`config.mk`:
```
export PLATFORM = sky130hd
export DESIGN_NAME = workmem_arbiter
export DESIGN_NICKNAME = d
export VERILOG_FILES = /design/src/rtl/workmem_arbiter.sv
export SDC_FILE = /design/constraint.sdc
export NUM_CORES = 1
export LEC_CHECK = 0
export CAP_MARGIN = 5
export CORE_UTILIZATION = 38
export DETAILED_ROUTE_END_ITERATION = 8
export GPL_TIMING_DRIVEN = 0
export PLACE_DENSITY = 0.79
export SLEW_MARGIN = 20
export SYNTH_ARGS = -nofsm -noshare
export SYNTH_HDL_FRONTEND = slang
export SYNTH_SLANG_ARGS = --single-unit
```
`constraint.sdc`:
```
create_clock -name clk -period 2.41 [get_ports clk]
set_input_delay 0.723 -clock clk [delete_from_list [all_inputs] [get_ports clk]]
set_output_delay 0.723 -clock clk [all_outputs]
set_load 0.05 [all_outputs]
```
`src/rtl/workmem_arbiter.sv`:
```
// Two-requester round-robin arbiter in front of a single-port synchronous work memory.
// Commands issue on registered outputs one cycle after sampling; read data returns one cycle later.
module workmem_arbiter #(
  parameter int AW = 8,
  parameter int DW = 6
) (
  input  logic          clk,
  input  logic          rst,
  input  logic          req0,
  input  logic          req1,
  input  logic          we0,
  input  logic          we1,
  input  logic [AW-1:0] addr0,
  input  logic [AW-1:0] addr1,
  input  logic [DW-1:0] wdata0,
  input  logic [DW-1:0] wdata1,
  output logic          gnt0,
  output logic          gnt1,
  output logic          rvalid0,
  output logic          rvalid1,
  output logic [DW-1:0] rdata,
  output logic          mem_en,
  output logic          mem_we,
  output logic [AW-1:0] mem_addr,
  output logic [DW-1:0] mem_wdata,
  input  logic [DW-1:0] mem_rdata,
  output logic [7:0]    conflicts
);

  typedef enum logic {IDLE, RD_PEND} trk_e;

  trk_e          trk_q, trk_d;
  logic          owner_q, owner_d;
  logic          gnt0_q, gnt0_d, gnt1_q, gnt1_d;
  logic          mem_en_q, mem_en_d, mem_we_q, mem_we_d;
  logic [AW-1:0] mem_addr_q, mem_addr_d;
  logic [DW-1:0] mem_wdata_q, mem_wdata_d;
  logic          last_q, last_d;
  logic [7:0]    conflicts_q, conflicts_d;

  logic elig0, elig1, win1, grant;

  function automatic logic [7:0] sat_inc(input logic [7:0] v);
    return (v == 8'hFF) ? v : v + 8'd1;
  endfunction

  // Arbitration: a requester whose grant is showing this cycle sits out one edge.
  always_comb begin
    elig0       = req0 & ~gnt0_q;
    elig1       = req1 & ~gnt1_q;
    grant       = elig0 | elig1;
    win1        = elig1 & (~elig0 | ~last_q);
    gnt0_d      = grant & ~win1;
    gnt1_d      = grant & win1;
    mem_en_d    = grant;
    mem_we_d    = 1'b0;
    mem_addr_d  = mem_addr_q;
    mem_wdata_d = mem_wdata_q;
    last_d      = last_q;
    conflicts_d = conflicts_q;
    if (grant) begin
      last_d      = win1;
      mem_we_d    = win1 ? we1 : we0;
      mem_addr_d  = win1 ? addr1 : addr0;
      mem_wdata_d = win1 ? wdata1 : wdata0;
    end
    if (elig0 && elig1) conflicts_d = sat_inc(conflicts_q);
  end

  // Read tracker: remembers who owns the read being issued this cycle.
  always_comb begin
    trk_d   = IDLE;
    owner_d = owner_q;
    rvalid0 = 1'b0;
    rvalid1 = 1'b0;
    if (mem_en_q && !mem_we_q) begin
      trk_d   = RD_PEND;
      owner_d = gnt1_q;
    end
    if (trk_q == RD_PEND) begin
      rvalid0 = ~owner_q;
      rvalid1 = owner_q;
    end
  end

  always_ff @(posedge clk or posedge rst) begin
    if (rst) begin
      trk_q       <= IDLE;
      owner_q     <= 1'b0;
      gnt0_q      <= 1'b0;
      gnt1_q      <= 1'b0;
      mem_en_q    <= 1'b0;
      mem_we_q    <= 1'b0;
      mem_addr_q  <= '0;
      mem_wdata_q <= '0;
      last_q      <= 1'b1;
      conflicts_q <= 8'd0;
    end else begin
      trk_q       <= trk_d;
      owner_q     <= owner_d;
      gnt0_q      <= gnt0_d;
      gnt1_q      <= gnt1_d;
      mem_en_q    <= mem_en_d;
      mem_we_q    <= mem_we_d;
      mem_addr_q  <= mem_addr_d;
      mem_wdata_q <= mem_wdata_d;
      last_q      <= last_d;
      conflicts_q <= conflicts_d;
    end
  end

  assign gnt0      = gnt0_q;
  assign gnt1      = gnt1_q;
  assign mem_en    = mem_en_q;
  assign mem_we    = mem_we_q;
  assign mem_addr  = mem_addr_q;
  assign mem_wdata = mem_wdata_q;
  assign conflicts = conflicts_q;
  assign rdata     = (trk_q == RD_PEND) ? mem_rdata : '0;

endmodule
```
* After elaboration in Yosys (flattened, before gate mapping)
Cells that the tools add are included.
** Storage, ports and cells
- Flip-flop bits (word level) :: 29
- Bits of input ports :: 40
- Logic and storage cells :: 38
** Operators by class
- $add $sub $neg :: 1
- Equal/unequal tests :: 1
- Multiplexer cells :: 8
- Bitwise gates (word level) :: 14
- Reduce and logical (&&, ||, !) cells :: 4
** Operator list (count)
- 2-to-1 mux 6 bit :: 2
- adder 8 x 1 -> 8 bit, second input constant :: 1
- equality test 8 bit, second input constant :: 1
- 2-to-1 mux 8 bit :: 1
- inverter 1 bit :: 7
- AND 1 bit :: 5
- 2-to-1 mux 1 bit :: 5
- logical AND 1 bit :: 2
- OR 1 bit :: 2
- AND reduction 2 bit :: 1
- logical NOT 1 bit :: 1

* Logic depth before layout (Yosys ltp)
Gate-level depths: netlist (run 1).
- Depth after elaboration :: 7
- Mapped depth :: 6
- Mapped depth without buffers :: 5

* Worst setup path after synthesis (run 1)
No wires, ideal clock.
- Kind :: input to output
- Start :: input mem_rdata[0]
- End :: output rdata[0]
- Arrival :: 1.135 ns
- Data required time :: 1.687 ns
- Path slack :: 0.552 ns
- Stages :: 1
- Buffers on the path :: 0
- Path through :: and2_1
** Between the ends
- Longest elaborated chain between the ends :: 1
** RTL lines
- start, declared :: RTL line 26 : input logic [DW-1:0] mem_rdata,
- 2-to-1 mux 6 bit :: RTL line 119 : assign rdata = (trk_q == RD_PEND) ? mem_rdata : '0;
- end, declared :: RTL line 21 : output logic [DW-1:0] rdata,
Every way passes these cells.

* Worst setup path after layout (run 1)
- Start :: input mem_rdata[5]
- End :: output rdata[5]
Same word-level chain as after synthesis.

==> results of run 1 <==
repair_timing:
action,CTS,global route
setup endpoints to repair,8,6
cloned,0,0
resized for setup,20,11
buffers inserted,0,0
through the flow:
stage               utilization, %  setup slack [ns]
finish                        66.0            0.0346
floorplan                        -             0.552
detailed placement            63.6            -0.419
global route                  66.0           0.00867
global placement              63.6            -0.410
CTS                           66.8           0.00636
area by class of cell:
class	instances	area, um2
clock buffer	5	37.5
fill	295	1140
clock inverter	3	65.1
inverter	2	7.51
timing repair buffer	73	707
tap	46	57.6
buffer	4	41.3
sequential	29	727
multi-input combinational	75	576
kinds of logic (layout without fill, tap and decap cells):
| group | Yosys count | after routing | share of synthesized area, % |
|---|---|---|---|
| XOR/XNOR | 3 | 3 | 1.94 |
| adder cells (fa/ha/maj) | 1 | 1 | 0.926 |
| AND/OR/NAND/NOR | 31 | 31 | 15.5 |
| AO/OA/AOI/OAI | 37 | 37 | 21.8 |
| multiplexers | 3 | 3 | 2.50 |
| flip-flops | 29 | 29 | 53.8 |
| buffers and inverters | 6 | 87 | 3.61 |
state kept, by name (all words and copies together) (netlist names):
register,cells
gnt0,1
owner_q,1
trk_q,1
conflicts,8
gnt1,1
last_q,1
mem_en,1
mem_addr,8
mem_wdata,6
mem_we,1
routing by layer:
metal	vias to the layer above	global-route usage, %
li1	564	-
met1	557	20.5
met2	57	32.1
met3	3	8.19
met4	0	5.71
met5	-	0
worst max-delay path by stage:
| stage | cells after the start | from | to |
|---|---|---|---|
| 5_1_grt | 1 | conflicts[4]$_DFFE_PP0P_ | conflicts[4] |
| 6_report | 3 | mem_rdata[5] | rdata[5] |
| 2_1_floorplan | 1 | mem_rdata[0] | rdata[0] |
| 3_5_place_dp | 3 | mem_rdata[1] | rdata[1] |
| 4_1_cts | 3 | mem_rdata[0] | rdata[0] |
| 3_3_place_gp | 3 | mem_rdata[0] | rdata[0] |
cells in the mapped netlist:
library cell / count
a21o_1: 14
a21oi_1: 5
a21oi_4: 1
a22o_1: 9
a22o_2: 5
a31oi_1: 1
and2_1: 7
and2_4: 1
and2b_1: 1
and3_1: 1
and4_1: 3
and4bb_1: 1
buf_4: 2
buf_6: 1
buf_8: 1
dfrtp_1: 28
dfstp_2: 1
ha_1: 1
inv_1: 2
mux2_1: 1
mux2_2: 2
nand2_1: 7
nand2b_1: 2
nand2b_4: 1
nand3_1: 1
nand4_1: 2
nor2_4: 1
nor2b_1: 2
nor3_2: 1
o211ai_1: 1
o21ai_0: 1
xnor2_1: 3
report_power, final:
group          internal [mW]  switching (mW)  total, mW
registers              0.627           0.113      0.741
clock network          0.321           0.180      0.501
logic                  0.453           0.719       1.17
==> qor.json, run 1 <==
{
  "outcome": "finished, final reports clean",
  "final-hold-violation-count": 0,
  "report.final.slew_viol_count": 0,
  "clkSlewWorstSetupHoldPaths_ns": 0.10,
  "irDropWorstVdd_mv": 0.607,
  "cts_htree_levels": 2,
  "timing.hold.ws_ns": 0.458,
  "final_common_cell": "clkdlybuf4s50_1",
  "dp_hpwl_mm": 2.38,
  "gr-usage-all-layers_pct": 18.6,
  "hold_path_class": "reg2reg",
  "globalRoute.totalOverflow": 0,
  "placement_rows": 21,
  "chip_height_um": 61.6,
  "drt-pass1-iter-count": 4,
  "highest_metal_used": "met4",
  "critical_path_rt_ns": 1.69,
  "power_mw": 2.41,
  "dp.cells": 229,
  "first_global_vias": 1222,
  "cp_slowest_cell": "clkdlybuf4s50_1",
  "core_area_mm2": 0.00336,
  "timing.critical_path.cells": "clkdlybuf4s50_1, and2_1, clkdlybuf4s15_2",
  "most_used_cells_in_the_layout_excluding_fill_and_tap_cells": "clkdlybuf4s50_1, dfrtp_1, a21o_1",
  "clk_root_buffer_cell": "clkbuf_4",
  "setup_slack_on_the_worst_flop_to_flop_path_ns": 0.90,
  "slew_headroom_pct": 59.9,
  "power.leakage_nw": 1.04,
  "holdBufCountCts": 0,
  "place.gp.congestion": 0.777,
  "drt_first_iter_violations": 23,
  "ff2ff_path_depth": 6,
  "grt_start_max_net_pins": 30,
  "fin_tns_setup_ns": 0,
  "die-width_um": 61.6,
  "timing.final.crit_share_pct": 98.6,
  "worst-setup-path-type": "in2out",
  "insertedDiodeCount": 0,
  "clock_sinks": 29,
  "syn_nets": 151,
  "clk_latency_ns": 0.33,
  "synth-seq-area-share_pct": 53.8,
  "antenna_found_initial": 0,
  "clk_path_buf_depth": 2,
  "final_area_mm2": 0.00222,
  "worst_path_dominant_cell_family": "buffers and inverters",
  "worst_hold_path.endpoint": "trk_q$_DFF_PP0_",
  "holdCritStartpoint": "mem_we$_DFF_PP0_",
  "power-per-cell-area_mw_per_mm2": 1090,
  "synth_top_cells_by_area": "dfrtp_1, a21o_1, a22o_1, a22o_2, and2_1",
  "critical_path_startpoint_category": "input port",
  "yosysWarningCount": 0,
  "critPathMaxFanout": 1,
  "timing.fmax_mhz": 421,
  "yosysUniqueCellTypes": 32,
  "syn_inst": 110,
  "tritoncts": "built",
  "wirelength_mm": 3.16,
  "avgViaCountPerCell": 4.98,
  "synthDominantCellAreaShare_pct": 51.9,
  "buffer_ports.inserted": 73,
  "placement_cell_area_mm2": 0.00214,
  "detail_route.wl_per_cell_um": 13.3,
  "detailroute.via_count": 1181,
  "route.met3.wl_um": 290,
  "crit_arrival_ns": 1.65,
  "drt-met1-wl_mm": 1.28,
  "met2RoutedLength_mm": 1.56,
  "worstReg2RegStart": "gnt1$_DFF_PP0_",
  "final_cells": 237,
  "synth.ff_latch_count": 29,
  "postRouteAntennaNets": 0,
  "layout-drive-gt1-share_pct": 16.8,
  "transition_time_of_the_tightest_slew_check_pin_ns": 0.600,
  "cp.buffers_inverters": 2,
  "setup_violations_final": 0,
  "timing.rr.end": "mem_wdata[4]$_DFFE_PP0P_",
  "worst_setup_path_end_kind": "output port",
  "synth_largest_area_cell": "dfrtp_1",
  "boundaryPins": 74,
  "grt_pass1_wl_mm": 5.04,
  "start_util_pct": 40.2,
  "syn_area_per_cell_um2": 12.3,
  "dieArea_mm2": 0.00380,
  "cap_violations": 0,
  "syn-cell-area_mm2": 0.00135,
  "drc_errors": 0,
  "skew_ns": 0.00805,
  "fin_crit_ns": 2.38,
  "slowest_stage_delay_on_critical_path_ns": 0.45,
  "whs_path_cells": 1,
  "areaGrowthSynthToFinish_pct": 64.2,
  "nNetsFinal": 231,
  "rsz0062_at_grt": "false",
  "cts_buffers": 5
}
No activity file was read; power rests on OpenSTA's default activity.
==> run 2: changes to the inputs <==
--- a/config.mk
+++ b/config.mk
@@ -7,6 +7,7 @@
 export LEC_CHECK = 0
 export CAP_MARGIN = 5
 export CORE_UTILIZATION = 38
+export CTS_CLUSTER_SIZE = 20
 export DETAILED_ROUTE_END_ITERATION = 8
 export GPL_TIMING_DRIVEN = 0
 export PLACE_DENSITY = 0.79
==> results of run 2 <==
Final layout, timing and power as in run 1 (identical DEF).
